File: src/rtl/elelock_pkg.sv
// Shared definitions for the lock keypad front end:
// scanner FSM states, keypad layout and key codes.
package elelock_pkg;

    typedef enum logic [1:0] {
        ST_SCAN,
        ST_DEBOUNCE,
        ST_EMIT,
        ST_RELEASE
    } scan_state_t;

    typedef logic [3:0] key_code_t;

    localparam key_code_t DIGIT_0 = 4'h0;
    localparam key_code_t DIGIT_1 = 4'h1;
    localparam key_code_t DIGIT_2 = 4'h2;
    localparam key_code_t DIGIT_3 = 4'h3;
    localparam key_code_t DIGIT_4 = 4'h4;
    localparam key_code_t DIGIT_5 = 4'h5;
    localparam key_code_t DIGIT_6 = 4'h6;
    localparam key_code_t DIGIT_7 = 4'h7;
    localparam key_code_t DIGIT_8 = 4'h8;
    localparam key_code_t DIGIT_9 = 4'h9;
    localparam key_code_t KEY_STAR = 4'hA;
    localparam key_code_t KEY_HASH = 4'hB;

    localparam int KP_ROWS = 4;
    localparam int KP_COLS = 3;

    // Physical keypad layout, indexed [row][col].
    localparam key_code_t KEY_MAP [KP_ROWS][KP_COLS] = '{
        '{DIGIT_1, DIGIT_2, DIGIT_3},
        '{DIGIT_4, DIGIT_5, DIGIT_6},
        '{DIGIT_7, DIGIT_8, DIGIT_9},
        '{KEY_STAR, DIGIT_0, KEY_HASH}
    };

    // Lowest active column wins when several keys share a row.
    function automatic logic [1:0] lowest_col(input logic [2:0] c);
        logic [1:0] idx;
        idx = 2'd2;
        if (c[1]) idx = 2'd1;
        if (c[0]) idx = 2'd0;
        return idx;
    endfunction

endpackage

File: src/rtl/tenkey_map.sv
// Maps a latched keypad position to the strobe pattern:
// one-hot digit, close for '*', is_hash for '#'.
module tenkey_map
    import elelock_pkg::*;
(
    input  logic [1:0] row_idx,
    input  logic [1:0] col_idx,
    output logic [9:0] tenkey,
    output logic       close,
    output logic       is_hash
);

    key_code_t code;

    // Decode the key code into exactly one of the three outputs.
    always_comb begin
        code    = KEY_MAP[row_idx][col_idx];
        tenkey  = '0;
        close   = 1'b0;
        is_hash = 1'b0;
        if (code == KEY_STAR) begin
            close = 1'b1;
        end else if (code == KEY_HASH) begin
            is_hash = 1'b1;
        end else if (code <= DIGIT_9) begin
            tenkey = 10'(1) << code;
        end
    end

endmodule

File: src/rtl/tenkey_scanner.sv
// 4x3 keypad scanner: row scan, debounce of press and release,
// one-clock registered digit / close strobes.
module tenkey_scanner
    import elelock_pkg::*;
#(
    parameter int SCAN_DIV = 4,
    parameter int DEBOUNCE = 8
) (
    input  logic       clk,
    input  logic       reset,
    output logic [3:0] row,
    input  logic [2:0] col,
    output logic [9:0] tenkey,
    output logic       close
);

    localparam int CNT_MAX = (SCAN_DIV > DEBOUNCE) ? SCAN_DIV : DEBOUNCE;
    localparam int CW = $clog2(CNT_MAX + 1);
    localparam logic [CW-1:0] SLOT_LAST = CW'(SCAN_DIV - 1);
    localparam logic [CW-1:0] DEB_DONE = CW'(DEBOUNCE);

    logic [2:0] sync1_q;
    logic [2:0] sync2_q;
    logic [2:0] col_s;

    scan_state_t state_q, state_d;
    logic [1:0] row_idx_q, row_idx_d;
    logic [1:0] col_idx_q, col_idx_d;
    logic [CW-1:0] cnt_q, cnt_d;
    logic [9:0] tenkey_q, tenkey_d;
    logic close_q, close_d;

    logic key_bit;
    logic [9:0] map_tenkey;
    logic map_close;
    logic map_hash;

    assign col_s = sync2_q;
    assign key_bit = col_s[col_idx_q];

    tenkey_map u_map (
        .row_idx (row_idx_q),
        .col_idx (col_idx_q),
        .tenkey  (map_tenkey),
        .close   (map_close),
        .is_hash (map_hash)
    );

    // Two-flop synchronizer for the asynchronous column sense lines.
    always_ff @(posedge clk or posedge reset) begin
        if (reset) begin
            sync1_q <= '0;
            sync2_q <= '0;
        end else begin
            sync1_q <= col;
            sync2_q <= sync1_q;
        end
    end

    // Next-state logic: scan slots, press/release debounce, strobe.
    always_comb begin
        state_d   = state_q;
        row_idx_d = row_idx_q;
        col_idx_d = col_idx_q;
        cnt_d     = cnt_q;
        tenkey_d  = '0;
        close_d   = 1'b0;
        unique case (state_q)
            ST_SCAN: begin
                if (cnt_q == SLOT_LAST) begin
                    cnt_d = '0;
                    if (|col_s) begin
                        col_idx_d = lowest_col(col_s);
                        state_d   = ST_DEBOUNCE;
                    end else begin
                        row_idx_d = row_idx_q + 2'd1;
                    end
                end else begin
                    cnt_d = cnt_q + CW'(1);
                end
            end
            ST_DEBOUNCE: begin
                if (!key_bit) begin
                    state_d   = ST_SCAN;
                    row_idx_d = row_idx_q + 2'd1;
                    cnt_d     = '0;
                end else if (cnt_q == DEB_DONE) begin
                    state_d  = ST_EMIT;
                    cnt_d    = '0;
                    tenkey_d = map_hash ? '0 : map_tenkey;
                    close_d  = map_close;
                end else begin
                    cnt_d = cnt_q + CW'(1);
                end
            end
            ST_EMIT: begin
                state_d = ST_RELEASE;
                cnt_d   = '0;
            end
            ST_RELEASE: begin
                if (key_bit) begin
                    cnt_d = '0;
                end else if (cnt_q == DEB_DONE) begin
                    state_d   = ST_SCAN;
                    row_idx_d = row_idx_q + 2'd1;
                    cnt_d     = '0;
                end else begin
                    cnt_d = cnt_q + CW'(1);
                end
            end
            default: begin
                state_d = ST_SCAN;
                cnt_d   = '0;
            end
        endcase
    end

    // Scanner FSM state, counters and registered strobes.
    always_ff @(posedge clk or posedge reset) begin
        if (reset) begin
            state_q   <= ST_SCAN;
            row_idx_q <= '0;
            col_idx_q <= '0;
            cnt_q     <= '0;
            tenkey_q  <= '0;
            close_q   <= 1'b0;
        end else begin
            state_q   <= state_d;
            row_idx_q <= row_idx_d;
            col_idx_q <= col_idx_d;
            cnt_q     <= cnt_d;
            tenkey_q  <= tenkey_d;
            close_q   <= close_d;
        end
    end

    assign row    = 4'b0001 << row_idx_q;
    assign tenkey = tenkey_q;
    assign close  = close_q;

endmodule

File: config.mk
export PLATFORM = sky130hd
export DESIGN_NAME = tenkey_scanner
export DESIGN_NICKNAME = d
export VERILOG_FILES = /design/src/rtl/elelock_pkg.sv /design/src/rtl/tenkey_map.sv /design/src/rtl/tenkey_scanner.sv
export SDC_FILE = /design/constraint.sdc
export NUM_CORES = 1
export LEC_CHECK = 0
export CAP_MARGIN = 30
export CORE_MARGIN = 1.5
export CORE_UTILIZATION = 45
export DETAILED_ROUTE_END_ITERATION = 12
export PLACE_DENSITY_LB_ADDON = 0.3
export SLEW_MARGIN = 20
export SYNTH_ARGS = -nofsm -noshare
export SYNTH_HDL_FRONTEND = slang
export SYNTH_HIERARCHICAL = 1
export SYNTH_SLANG_ARGS = --single-unit
File: constraint.sdc
create_clock -name clk -period 3.3 [get_ports clk]
set_input_delay 0.495 -clock clk [delete_from_list [all_inputs] [get_ports clk]]
set_output_delay 0.495 -clock clk [all_outputs]
set_load 0.01 [all_outputs]
Word-level counts from Yosys, hierarchy flattened
Index checks and enable logic that the tools add are counted.
- flip-flop bits (word level): 27
- output and inout bits: 15
- logic and storage cells: 79
- input bits: 5
- eq/ne operators: 14
- reductions and logical operators: 6
- mux-type cells: 41
- magnitude comparators: 4
- bitwise operators: 2
- shifts and indexed selects: 2
- add/subtract/negate cells: 2
- operators with widths (operator ; count):
    $mux W10 ; 7
    $mux W2 ; 13
    $bmux W12 S2 ; 1
    $mux W12 ; 2
    $mux W4 ; 6
    $pmux W4 S4 ; 1
    $eq A4 B4 Y1 const B ; 3
    $ne A2 B2 Y1 const B ; 6
    $shl A1 B4 Y10 const A ; 1
    $bmux W4 S2 ; 1
    $pmux W2 S4 ; 1
    $mux W1 ; 7
    $ge A3 B3 Y1 const B ; 2
    $not A2 Y3 ; 2
    $pmux W2 S3 ; 1
    $reduce_and A6 Y1 ; 1
    $reduce_and A5 Y1 ; 1
    $add A4 B1 Y4 const B ; 1
    $eq A2 B2 Y1 const B ; 2
    $eq A4 B2 Y1 const B ; 1
    $le A4 B4 Y1 const B ; 1
    $shl A1 B2 Y4 const A ; 1
    $lt A2 B3 Y1 const B ; 1
    $ne A3 B3 Y1 const B ; 1
    7 further kinds ; 7

Longest topological paths before layout
Gate-level depths: netlist of run 1.
- depth after elaboration: 15
- depth in mapped cells: 7
- depth with buffers taken out: 7

Hierarchy
The synthesis of run 1 kept the hierarchy.
- modules (own cells, without submodules) (module ; times used ; cells an instance ; area an instance (um^2) ; seq. area each (um^2)):
    tenkey_scanner ; 1 ; 90 ; 1152.4 ; 675.6
    tenkey_map ; 1 ; 38 ; 307.8 ; 0.0

Worst setup path before layout of run 1
OpenSTA, ideal clock, no wires.
- kind: reg2reg
- start: reg row_idx_q[1]
- end: reg tenkey_q[0], in the netlist tenkey[0]
- arrival time: 1.918 ns
- path slack: 1.263 ns
- cell stages (with the launch flop): 8
- required time: 3.181 ns
- library setup time: 0.119 ns
- clock period less this slack: 2.037 ns
- path buffers: 0
- path through: dfrtp_1 inv_1 ha_1 mux2i_1 o2bb2ai_1 nor4_1 nor4b_4 and2_1
- elaborated cells on any way between the ends: 20
- those cells by class: order compare (1); eq/ne (2); shift (1); mux (15); bitwise (1)
- RTL lines (element ; line ; source):
    from (decl) ; tenkey_scanner.sv:27 ; logic [1:0] row_idx_q, row_idx_d;
    from (signal assigned) ; tenkey_scanner.sv:129 ; row_idx_q <= row_idx_d;
    $not A2 Y3 (implied by the code) (*) ; tenkey_map.sv:17 ; code = KEY_MAP[row_idx][col_idx];
    $bmux W12 S2 (*) ; tenkey_map.sv:17 ;
    $mux W12 (implied by the code) (*) (2 in a row) ; tenkey_map.sv:17 ;
    $bmux W4 S2 (*) ; tenkey_map.sv:17 ;
    $mux W4 (implied by the code) (*) (2 in a row) ; tenkey_map.sv:17 ;
    $eq A4 B4 Y1 ; tenkey_map.sv:23 ; end else if (code == KEY_HASH) begin
    $mux W1 ; tenkey_map.sv:23 ;
    $mux W1 (*) ; tenkey_map.sv:21 ; if (code == KEY_STAR) begin
    via map_hash ; tenkey_scanner.sv:36 ; logic map_hash;
    $mux W10 (*) ; tenkey_scanner.sv:90 ; tenkey_d = map_hash ? '0 : map_tenkey;
    $mux W10 (*) ; tenkey_scanner.sv:87 ; end else if (cnt_q == DEB_DONE) begin
    $mux W10 (*) ; tenkey_scanner.sv:83 ; if (!key_bit) begin
    $mux W10 (*) ; tenkey_scanner.sv:68 ; unique case (state_q)
    via tenkey_d[0] ; tenkey_scanner.sv:30 ; logic [9:0] tenkey_q, tenkey_d;
    to (signal assigned) ; tenkey_scanner.sv:132 ; tenkey_q <= tenkey_d;
    to (decl) ; tenkey_scanner.sv:30 ;
The timed path passes the listed nets; every way through them passes the cells marked *. The select of a mux whose other input is x is not followed.
A chain may end at the register's enable or synchronous reset.

Final worst setup path of run 1
- start: reg row_idx_q[1]
- end: reg tenkey_q[9], in the netlist tenkey[9]
Same word-level chain as after synthesis.

==> impl.org, run 1 <==
** Outcome
- The run finished with clean final reports.

** Synth
- Gate count of the mapped netlist :: 128
- sky130_fd_sc_hd__dfrtp_1 takes more of the synthesized area than any other cell.
- Post-synthesis instance area :: around 1500 sq um
- In this run, distinct cell masters in the synthesized netlist total between 40 and 50.
- Number of nets produced by synthesis :: roughly 150
- In this run, synthesis produced a sequential element count of 27.
- Area share of the largest cell type after synthesis :: a little under half
- Of the synthesized area, sequential elements account for a little under half.
- For this run, the number of Yosys warnings is 6.
- Area contributors post-synth :: sky130_fd_sc_hd__dfrtp_1, sky130_fd_sc_hd__ha_1, sky130_fd_sc_hd__nor4_1
- Each instance of the synthesized netlist takes up on average 11.4 sq um.

** Clocking
- Latest clock arrival within the worst-skew pair :: between 0.3 and 0.4 ns
- TritonCTS built the clock tree.
- Max clock buf depth :: 2
- Post-CTS repair timing setup buffer count :: 0
- Number of buffers added to fix hold violations after cts :: 0
- Counting the buffers created by CTS gives 3.
- The cell sitting at the root of the clock tree is a sky130_fd_sc_hd__clkbuf_4.
- Count of clock tree sinks :: 27
- Post_cts resized :: 0
- CTS built an H-tree with a depth of 1.
- Post-CTS clock slew at the launch and capture registers of the worst setup and hold paths :: ~0.13 ns

** STA
- In this run the tightest slew margin relative to its limit is ~64%.
- RSZ-0062 raised after global routing :: no
- For the pin with the worst max-slew slack, the measured transition is around 0.53 ns.
- Number of pins exceeding their max-slew limit in the final report :: 0
- Across all setup checks in the final design, the least slack found is 0.933 ns.
- The routed design could run at a clock period as short as 2.37 ns.
- The number of endpoints with negative hold slack in the final report came to 0.
- Based on the critical path, the design can be clocked at up to approximately 0.42 GHz.
- Setup total negative slack on the finished layout was measured at 0 ns.
- Worst clock skew on the final layout :: ~0.0039 ns
- The worst path uses 71.7% of the clock period.
- Setup violations remaining at the end of the flow were counted as 0.

** Routing
- Per-cell via count in the routed design :: 5.25
- Routed wire length :: between 2000 and 2500 um
- Vias after detailed routing :: approximately 1,000
- Post-route DRC violation count :: 0
- ANT nets after route :: 0
- Number of iterations in the first detailed-routing pass :: 4
- After detailed routing, the average wire length per cell comes to 11.8 um.
- Number of DRC markers in iteration 0 :: 11

** Power and ir drop
- Final total power :: 1.40 mW
- The share of total power dissipated in sequential elements is between 30% and 40%.
- The internal portion of the total power is slightly below 800 uW.
- Portion of total power attributed to the clock network :: 9.5%
- Net switching is approximately 44% of the power.
- Power spent charging and discharging nets :: just over 600 uW
- Of the total power, combinational logic draws 52.8%.
- VDD sags by at most approximately 0.36 mV.
- In this run the power density over the cells is 804 nW/um^2.
- Pleak :: 0.778 nW

** Cells and area
- Final core utilization :: a little under three fifths
- The library cells used most frequently in the layout, excluding fill and tap cells, are sky130_fd_sc_hd__dfrtp_1, sky130_fd_sc_hd__clkdlybuf4s50_1, sky130_fd_sc_hd__ha_1, sky130_fd_sc_hd__nor4_1, sky130_fd_sc_hd__and2_1.
- The net count of the finished layout is between 150 and 200.
- Fillers :: ~260
- Fraction of final layout cells with drive strength greater than 1 :: 12.7%
- Storage element area :: between 600 and 700 sq um
- Area growth, synth to finish :: 19.5%
- Ant diodes :: 0
- Commonest non-fill, non-tap cell in the layout :: sky130_fd_sc_hd__dfrtp_1
- After the flow finishes, the layout carries non-filler instances totaling just under 200.
- Summing all multi-input logic gate instances after layout gives roughly 730 sq um.

** Setup path
- Along the worst path, the maximum fanout reaches 11.
- Critical path launch point :: row_idx_q[1]$_DFFE_PP0P_
- In this run the critical register-to-register path is captured at tenkey[9]$_DFF_PP0_.
- For the worst setup path, the data arrival time is 2.63 ns.
- The critical path is of the reg2reg type.
- For the worst setup path, the data required time is about 3.6 ns.
- Destination of the critical timing path :: tenkey[9]$_DFF_PP0_
- Worst setup SP type :: flop
- The worst register-to-register path has a depth of 7.
- The startpoint identified for the worst register-to-register timing path is row_idx_q[1]$_DFFE_PP0P_.
- Setup slack of the most critical reg-to-reg path :: 0.93 ns
- Type of destination of the critical path :: flop

** Placement
- Instance count after placement with tap cells included :: 190
- Worst slack at placement :: 0.951 ns
- Number of input and output port buffers inserted :: 19
- The congestion estimate from routability-driven global placement came to around 0.77.
- Half-perimeter wire length of the detailed placement result :: ~1800 um

** GRT
- Gr usage total :: about 15%
- The first global-routing pass estimated roughly 4000 um of wire.
- Global routing consumed, on the met3 layer, under 10% of the routing resources.
- GR Util met1 :: roughly 16%
- Global routing met2 resource utilization :: approximately 28%
- met2 is the most crowded layer.
- Total gr overflow :: 0
- Largest net degree at the start of global routing :: 18
- Vias in the first global route :: between 900 and 1,000
- The initial antenna violation count came to 0.

** Floorplanning
- 20 I/O pins were placed.
- Standard-cell row count :: 20
- Die height :: 60.0 um
- Measured along the x axis, the die boundary spans roughly 60 um.
- The die covers 3600 sq um.
- Starting utilization of the core area :: 47.4%
- Core region area :: between 3000 and 4000 sq um

** Hold path
- The path class of the tightest hold or removal check is reg2reg.

** Job
- Max-capacitance violation count :: 0
worst max-delay path, stage by stage, from the launching register on:
cell                        delay, ns
sky130_fd_sc_hd__dfrtp_1         0.55
sky130_fd_sc_hd__inv_1           0.14
sky130_fd_sc_hd__ha_1            0.29
sky130_fd_sc_hd__mux2i_1         0.08
sky130_fd_sc_hd__o2bb2ai_1       0.48
sky130_fd_sc_hd__nor4_1          0.16
sky130_fd_sc_hd__nor4b_4         0.40
sky130_fd_sc_hd__and2_1          0.21
stage by stage:
step / cell area, sq um / hold WS, ns
3_3_place_gp: 1690 / 0.336
2_1_floorplan: 1460 / 0.331
6_report: 1740 / 0.365
4_1_cts: 1740 / 0.366
3_5_place_dp: 1720 / 0.335
5_1_grt: 1740 / 0.376
sequential cells by signal, indices dropped and copies added (netlist names), named ones only:
| register | cells |
|---|---|
| col_s | 3 |
| cnt_q | 4 |
| close | 1 |
| tenkey | 10 |
| state_q | 1 |
| row_idx_q | 2 |
| col_idx_q | 2 |
| sync1_q | 3 |
how the worst min path moves through the flow:
| stage | to | startpoint | cells past startpoint |
|---|---|---|---|
| finish | col_s[0]$_DFF_PP0_ | sync1_q[0]$_DFF_PP0_ | 0 |
| CTS | col_s[0]$_DFF_PP0_ | sync1_q[0]$_DFF_PP0_ | 0 |
| global placement | col_s[1]$_DFF_PP0_ | sync1_q[1]$_DFF_PP0_ | 0 |
| global route | col_s[0]$_DFF_PP0_ | sync1_q[0]$_DFF_PP0_ | 0 |
| detailed placement | col_s[0]$_DFF_PP0_ | sync1_q[0]$_DFF_PP0_ | 0 |
| floorplan | col_s[0]$_DFF_PP0_ | sync1_q[0]$_DFF_PP0_ | 0 |
layer usage:
metal / up-vias / share of wire [%]
met2: 25 / 52
li1: 500 / -
met4: 0 / 0.52
met5: - / 0
met3: 2 / 3.9
met1: 491 / 44
cell families after synthesis:
family	share of synthesized area [%]
mux	4.37
simple gates	20.0
buf+inv	3.43
fa+ha+maj	10.3
compound gates	13.3
flops	46.3
xor+xnor	2.40
power by group through the flow:
stage | combinational (mW) | sequential, mW | clock (mW)
after CTS | 0.740 | 0.526 | 0.144
after detailed placement | 0.737 | 0.531 | 0
after global placement | 0.703 | 0.526 | 0
final | 0.740 | 0.528 | 0.134
after floorplan | 0.619 | 0.486 | 0
after global routing | 0.826 | 0.547 | 0.159
area by class of cell:
cell class                      instances  share of cell area [%]
Clock inverter                          1                   0.287
Multi-Input combinational cell         90                    42.1
Timing Repair Buffer                   20                    12.5
Clock buffer                            3                    1.29
Inverter                                9                    1.94
Sequential cell                        27                    38.7
Tap cell                               44                    3.16
cell usage after synthesis:
master and n:
sky130_fd_sc_hd__dfrtp_1 27, sky130_fd_sc_hd__ha_1 12, sky130_fd_sc_hd__nor4_1 12, sky130_fd_sc_hd__and2_1 11, sky130_fd_sc_hd__inv_1 8, sky130_fd_sc_hd__nor2_1 5, sky130_fd_sc_hd__a21oi_1 4, sky130_fd_sc_hd__a2bb2oi_1 3
sky130_fd_sc_hd__o21ai_0 3, sky130_fd_sc_hd__xnor2_1 3, sky130_fd_sc_hd__mux2_4 2, sky130_fd_sc_hd__mux2i_1 2, sky130_fd_sc_hd__nand2_1 2, sky130_fd_sc_hd__nand3_1 2, sky130_fd_sc_hd__nor3b_2 2, sky130_fd_sc_hd__o211ai_1 2
sky130_fd_sc_hd__o2bb2ai_1 2, sky130_fd_sc_hd__a21o_1 1, sky130_fd_sc_hd__a31oi_1 1, sky130_fd_sc_hd__and2b_1 1, sky130_fd_sc_hd__and3b_2 1, sky130_fd_sc_hd__buf_2 1, sky130_fd_sc_hd__buf_6 1, sky130_fd_sc_hd__inv_2 1
sky130_fd_sc_hd__mux2i_2 1, sky130_fd_sc_hd__nand2_2 1, sky130_fd_sc_hd__nand2b_1 1, sky130_fd_sc_hd__nand3b_1 1, sky130_fd_sc_hd__nor2b_1 1, sky130_fd_sc_hd__nor3_1 1, sky130_fd_sc_hd__nor3b_1 1, sky130_fd_sc_hd__nor4b_4 1
sky130_fd_sc_hd__o211ai_2 1, sky130_fd_sc_hd__o21a_1 1, sky130_fd_sc_hd__o21a_4 1, sky130_fd_sc_hd__o21ai_1 1, sky130_fd_sc_hd__o21ai_2 1, sky130_fd_sc_hd__o21bai_1 1, sky130_fd_sc_hd__o22a_1 1, sky130_fd_sc_hd__o22ai_1 1
sky130_fd_sc_hd__o2bb2ai_2 1, sky130_fd_sc_hd__or2_2 1, sky130_fd_sc_hd__xor2_1 1
(Power assumes the default switching activity.)
==> run 2, diff against run 1 <==
- clock period: 3.3 -> 2 ns (I/O delays scaled with it)
==> run 2 against run 1 <==
Clock power increased by 62%. Power is 100% higher. Combinational power increased by 140%. Highest routed layer unchanged. Critical path type unchanged. Largest power group unchanged.
==> impl.org, run 2 (synthesis gave the netlist of run 1 again) <==
** Clocking
- The total number of H-tree levels is 1 (unchanged).
- Count of clock tree sinks :: 27 (unchanged)
- The number of buffers between clock root and the deepest sink is 2 (unchanged).
- The root buffer cell is sky130_fd_sc_hd__clkbuf_4 (unchanged).
- Post-CTS clock slew at the launch and capture registers of the worst setup and hold paths :: 0.13 ns (about the same)
- Clock tree from TritonCTS :: yes (unchanged)
- The insertion delay of the later-clocked pin in the worst-skew pair was 0.31 ns (about the same).
- Number of buffers added to fix hold violations after cts :: 0 (unchanged)
- The total clock buffers created by CTS is 3 (unchanged).

** Floorplanning
- Overall die area :: 3600 sq um (unchanged)
- Standard-cell row count :: 20 (unchanged)
- The initial core utilization came to 47.4% (unchanged).
- Core region area :: 3080 sq um (unchanged)
- X dimension of the die :: 60.0 um (unchanged)
- Die height :: 60.0 um (unchanged)
- The boundary pin count is 20 (unchanged).

** Routing
- Number of DRC markers in iteration 0 :: 29 (was 11)
- Post-route DRC violation count :: 0 (unchanged)
- The number of optimization iterations in the first detailed-route pass was 4 (unchanged).
- Detail-routed net length per standard cell :: 13.2 um (was 11.8 um)
- Vias after detailed routing :: 1,125 (was 1,018)
- The detailed-route wire length is 2770 um (was 2290 um).
- The final antenna-violating net count was 0 (unchanged).
- The detail-routed via count per cell was 5.36 (was 5.25).

** STA
- The worst-case hold slack is 0.331 ns (was 0.365 ns).
- The clock period minus final worst setup slack came to 1.98 ns (was 2.37 ns).
- RSZ-0062 raised after global routing: yes (was no).
- Top achievable clock speed :: 0.505 GHz (was 0.422 GHz)
- Setup slack of the critical path after layout :: 0.0199 ns (was 0.933 ns)
- The number of endpoints with negative hold slack in the final report came to 0 (unchanged).
- The normalized max-slew margin was 66.6% (was 64.5%).
- Finish-stage setup viols :: 0 (unchanged)
- Aggregate negative setup slack :: 0 ns (unchanged)
- The post-route clock skew came to 0.00376 ns (was 0.00387 ns).
- The fraction of the cycle the final worst path needs is 99.0% (was 71.7%).
- Number of pins exceeding their max-slew limit in the final report :: 0 (unchanged)
- Worst-Margin Slew :: 0.501 ns (was 0.533 ns)

** Setup path
- Req. time, crit path :: 2.25 ns (was 3.56 ns)
- Cell with the largest stage delay on the worst path :: sky130_fd_sc_hd__dfrtp_1 (unchanged)
- The data arrival at the endpoint of the critical path is 2.23 ns (was 2.63 ns).
- The longest individual stage delay on the worst path is 0.41 ns (was 0.55 ns).
- Highest net fanout along the worst path :: 5 (was 11)
- Delay-heaviest family, CP :: simple AND/OR/NAND/NOR gates (unchanged)
- Class of the most critical setup path :: reg2reg (unchanged)
- Worst-path cell chain :: inv_1 -> ha_1 -> o21bai_1 -> a21o_1 -> nor4_4 -> buf_4 -> nor4b_4 -> and2_1 (was inv_1 -> ha_1 -> mux2i_1 -> o2bb2ai_1 -> nor4_1 -> nor4b_4 -> and2_1)
- The sum of buffers and inverters on the critical path came to 2 (was 1).
- Type of destination of the critical path :: flop (unchanged)
- Startpoint of the worst-slack reg-to-reg timing path :: row_idx_q[0]$_DFFE_PP0P_ (was row_idx_q[1]$_DFFE_PP0P_)
- Critical path launch point :: row_idx_q[0]$_DFFE_PP0P_ (was row_idx_q[1]$_DFFE_PP0P_)
- The startpoint kind of the worst setup timing path is a flop (unchanged).

** Placement
- Instance count after placement with tap cells included :: 199 (was 190)
- Cell area after placement :: 1780 sq um (was 1720 sq um)
- The final estimated routing congestion in global placement is 0.796 (was 0.766).
- The count of buffers inserted at the top-level ports was 19 (unchanged).
- The final HPWL from detailed placement was 1840 um (was 1810 um).
- Worst slack at placement :: -0.00272 ns (was 0.951 ns)

** GRT
- The number of global-route vias before repair was 1,030 (was 972).
- The largest net degree at the start of global routing came to 28 (was 18).
- Wire length of the first global-routing pass :: 4220 um (was 4040 um)
- Gr usage total :: 15.5% (was 15.0%)
- Antenna violations before repair :: 0 (unchanged)
- The total grt overflow was 0 (unchanged).

** Cells and area
- Commonest cells after routing, fill and taps aside: sky130_fd_sc_hd__dfrtp_1, sky130_fd_sc_hd__clkdlybuf4s50_1, sky130_fd_sc_hd__buf_4 (was sky130_fd_sc_hd__dfrtp_1, sky130_fd_sc_hd__clkdlybuf4s50_1, sky130_fd_sc_hd__ha_1, sky130_fd_sc_hd__nor4_1, sky130_fd_sc_hd__and2_1).
- The final-stage net count came to 184 (was 168).
- The number of filler instances in the final layout was 247 (was 258).
- Area of all placed cells without fillers :: 1940 sq um (was 1740 sq um)
- The layout overhead on the synthesized area is 32.6% (was 19.5%).
- The number of inserted diodes was 0 (unchanged).
- The number of flip-flops in the largest register came to 10 (unchanged).
- Fraction of final layout cells with drive strength greater than 1 :: 27.7% (was 12.7%)
- Commonest non-fill, non-tap cell in the layout :: sky130_fd_sc_hd__dfrtp_1 (unchanged)
- The final non-filler cell total was 210 (was 194).

** Power and ir drop
- Maximum ir drop on the vdd rail :: 0.747 mV (was 0.359 mV)
- Pleak :: 0.884 nW (was 0.778 nW)
- The power per unit of standard cell area is 1460 nW/um^2 (was 804 nW/um^2).

** Hold path
- The classification of the worst-slack hold path is in2async (was reg2reg).

** Job
- Max-capacitance violation count :: 0 (unchanged)

** Outcome
- Run status: finished clean (unchanged).
==> run 2: final timing paths <==
kind                                             to  slack, ns  depth (start not counted)
min in group clk                 col_s[0]$_DFF_PP0_       0.37                          0
max reg2reg                     tenkey[9]$_DFF_PP0_       0.02                          8
max                             tenkey[9]$_DFF_PP0_       0.02                          8
max in group asynchronous  row_idx_q[1]$_DFFE_PP0P_       1.41                          3
min                          state_q[0]$_DFFE_PP0P_       0.33                          3
min reg2reg                      col_s[0]$_DFF_PP0_       0.37                          0
==> run 2: what timing repair did <==
item,CTS,global route
hold endpoints to repair,0,0
cloned,0,1
endpoints found under the setup margin,13,14
pin swaps,0,7
resized for setup,1,17
buffers inserted,2,4
==> run 2: metrics by stage <==
stage / power [mW] / utilization, %
2_1_floorplan: 1.86 / -
3_3_place_gp: 2.24 / 57.8
3_5_place_dp: 2.30 / 57.8
4_1_cts: 2.56 / 59.2
5_1_grt: 3.06 / 62.9
6_report: 2.83 / 62.9
==> run 2: tightest hold or removal path: cells and delay by family <==
family   cells  cell delay [ns]
buf+inv      3             0.75
==> run 2: per-layer routing <==
layer | share of wire (%) | global-route usage [%]
met1 | 41 | 16.9
met2 | 53 | 28.6
met5 | 0 | 0
met4 | 2.5 | 4.44
met3 | 3.6 | 4.76
==> run 2: report_power, final <==
part / switching (mW) / internal (mW) / leakage [nW]
registers: 0.212 / 0.658 / 0.345
logic: 0.873 / 0.869 / 0.524
clock network: 0.139 / 0.0778 / 0.0150
total: 1.22 / 1.60 / 0.884
==> run 2: cell type report <==
class	count	area (sq um)	share of cell area, %
Sequential cell	27	679	35.1
Tap cell	44	55.1	2.84
Timing Repair Buffer	35	322	16.6
Clock buffer	4	26.3	1.36
Inverter	9	33.8	1.74
Multi-Input combinational cell	91	821	42.4
==> RTL change, RTL diff (flow settings as in run 2) <==
Register the input `col` before use, cleared by the reset. The logic sees it one clock later.
--- a/src/rtl/tenkey_scanner.sv
+++ b/src/rtl/tenkey_scanner.sv
@@ -18,6 +18,16 @@
     localparam int CW = $clog2(CNT_MAX + 1);
     localparam logic [CW-1:0] SLOT_LAST = CW'(SCAN_DIV - 1);
     localparam logic [CW-1:0] DEB_DONE = CW'(DEBOUNCE);
+
+    logic [2:0] col_q;
+
+    always_ff @(posedge clk or posedge reset) begin
+        if (reset) begin
+            col_q <= '0;
+        end else begin
+            col_q <= col;
+        end
+    end
 
     logic [2:0] sync1_q;
     logic [2:0] sync2_q;
@@ -52,7 +62,7 @@
             sync1_q <= '0;
             sync2_q <= '0;
         end else begin
-            sync1_q <= col;
+            sync1_q <= col_q;
             sync2_q <= sync1_q;
         end
     end
Function: changed (Yosys sat finds a counterexample within 10 cycles, from zero or initial values and one cycle with reset high).
==> RTL change against run 2 <==
Power down 0.30%; cell count increased by 0.48%; final area is 1.2% higher; maximum frequency increased by 2.5%; sequential cell count grew 3; hold slack improved by 0.0015 ns; setup slack improved by 0.048 ns; non-clock buffer count shrank 2; area after synthesis is 3.9% higher; wire length fell by 0.58%.
==> RTL change: results <==
[placed_design]
dp_cells = 199
postPlaceCellArea_um2 = 1830
hpwl_um = 2010
placement.setup.worst_slack_ns = -0.0480
gp_congestion = 0.852

[power]
swShare_pct = 41.7
power_density_nw_per_um2 = 1440
irDropWorstVdd_mv = 0.636
p_leak_nw = 0.907
fin_total_pwr_mw = 2.82
powerSeq_mw = 0.904
powerClk_mw = 0.358

[sta]
fin_worst_skew_ns = 0.00749
tightest_slew_ns = 0.556

[critical_path]
critPathLaunch = "row_idx_q[1]$_DFFE_PP0P_"
worstPathMaxFanout = 10
slowest_delay_ns = 0.44
critPathSlowestCell = "dfrtp_2"

[drt]
drtIter0Drc = 25
wl_um = 2750
wl_met1_um = 1110
wl_met3_um = 94
dr_wl_met2_um = 1480
dr_total_vias = 1091
viasPerCell = 5.17

[finish]
finalNetCount = 183
drive_above_1_share_pct = 24.6
fillers = 249

[yosys]
synth_nets = 146
synth_area_leaders = "dfrtp_1 50%, ha_1 9.9%, nor4_1 5.0%"
synth_flop_cell = "dfrtp_1"
ys_types = 38
yosysSeqAreaShare_pct = 49.5
synthTopCellsByCount = "30 x dfrtp_1, 12 x ha_1, 12 x nor4_1, 11 x and2_1, 8 x inv_1"
synth_area_per_cell_um2 = 11.8

[clocking]
cts_buffer_depth = 2
ctsHtreeMaxLevel = 2
postCtsSetupRepairBufs = 3
cts-buffers-inserted = 5
cts_resized = 5
path_clk_slew_ns = 0.09

[status]
outcome = "completed"

[global_routing]
grt_pass1_wl_um = 4750
met3_usage_pct = 5.67
grt_use_total_pct = 18.0
use_met2_pct = 30.7
grt_start_max_net_pins = 31
use_met1_pct = 18.3
-- RTL change: cell types whose count changed after synthesis, sizes merged, moves of 2 or more --
cell and delta:
o211ai -2, nor3b -2, o21ai -2, dfrtp +3
nor2b +2
-- RTL change: kinds of logic (layout without fill, tap and decap cells) --
| family | after synthesis | count (layout) | share of synthesized area, % |
|---|---|---|---|
| DFF | 30 | 30 | 49.5 |
| AOI/OAI and AO/OA | 22 | 22 | 11.0 |
| adders and majority gates | 12 | 12 | 9.90 |
| muxes | 6 | 6 | 4.62 |
| buffers and inverters | 11 | 49 | 3.30 |
| and+or+nand+nor | 44 | 44 | 19.4 |
| xor gates and xnor gates | 4 | 4 | 2.31 |
-- RTL change: path summary, 6_finish.rpt --
check / end / slack [ns] / depth (start not counted)
max: tenkey[3]$_DFF_PP0_ / 0.07 / 8
min: sync1_q[0]$_DFF_PP0_ / 0.33 / 3
min in group clk: sync1_q[2]$_DFF_PP0_ / 0.35 / 0
max in group asynchronous: row_idx_q[1]$_DFFE_PP0P_ / 1.39 / 3
max reg2reg: tenkey[3]$_DFF_PP0_ / 0.07 / 8
min reg2reg: sync1_q[2]$_DFF_PP0_ / 0.35 / 0
-- RTL change: cell type report --
class | count | share of cell area [%]
flip-flops and latches | 30 | 38.4
well taps | 44 | 2.81
clock buffers | 7 | 2.81
repair buffers | 33 | 15.1
inverters | 8 | 1.53
multi-input cells | 88 | 39.1
clock inverters | 1 | 0.255
-- RTL change: worst reg2reg max path, cell delays in order, from the launching register on --
cell,delay [ns]
dfrtp_2,0.44
inv_1,0.12
ha_2,0.25
a21oi_1,0.10
a21o_1,0.25
nor4_4,0.27
nor4b_4,0.07
buf_4,0.17
and2_1,0.16
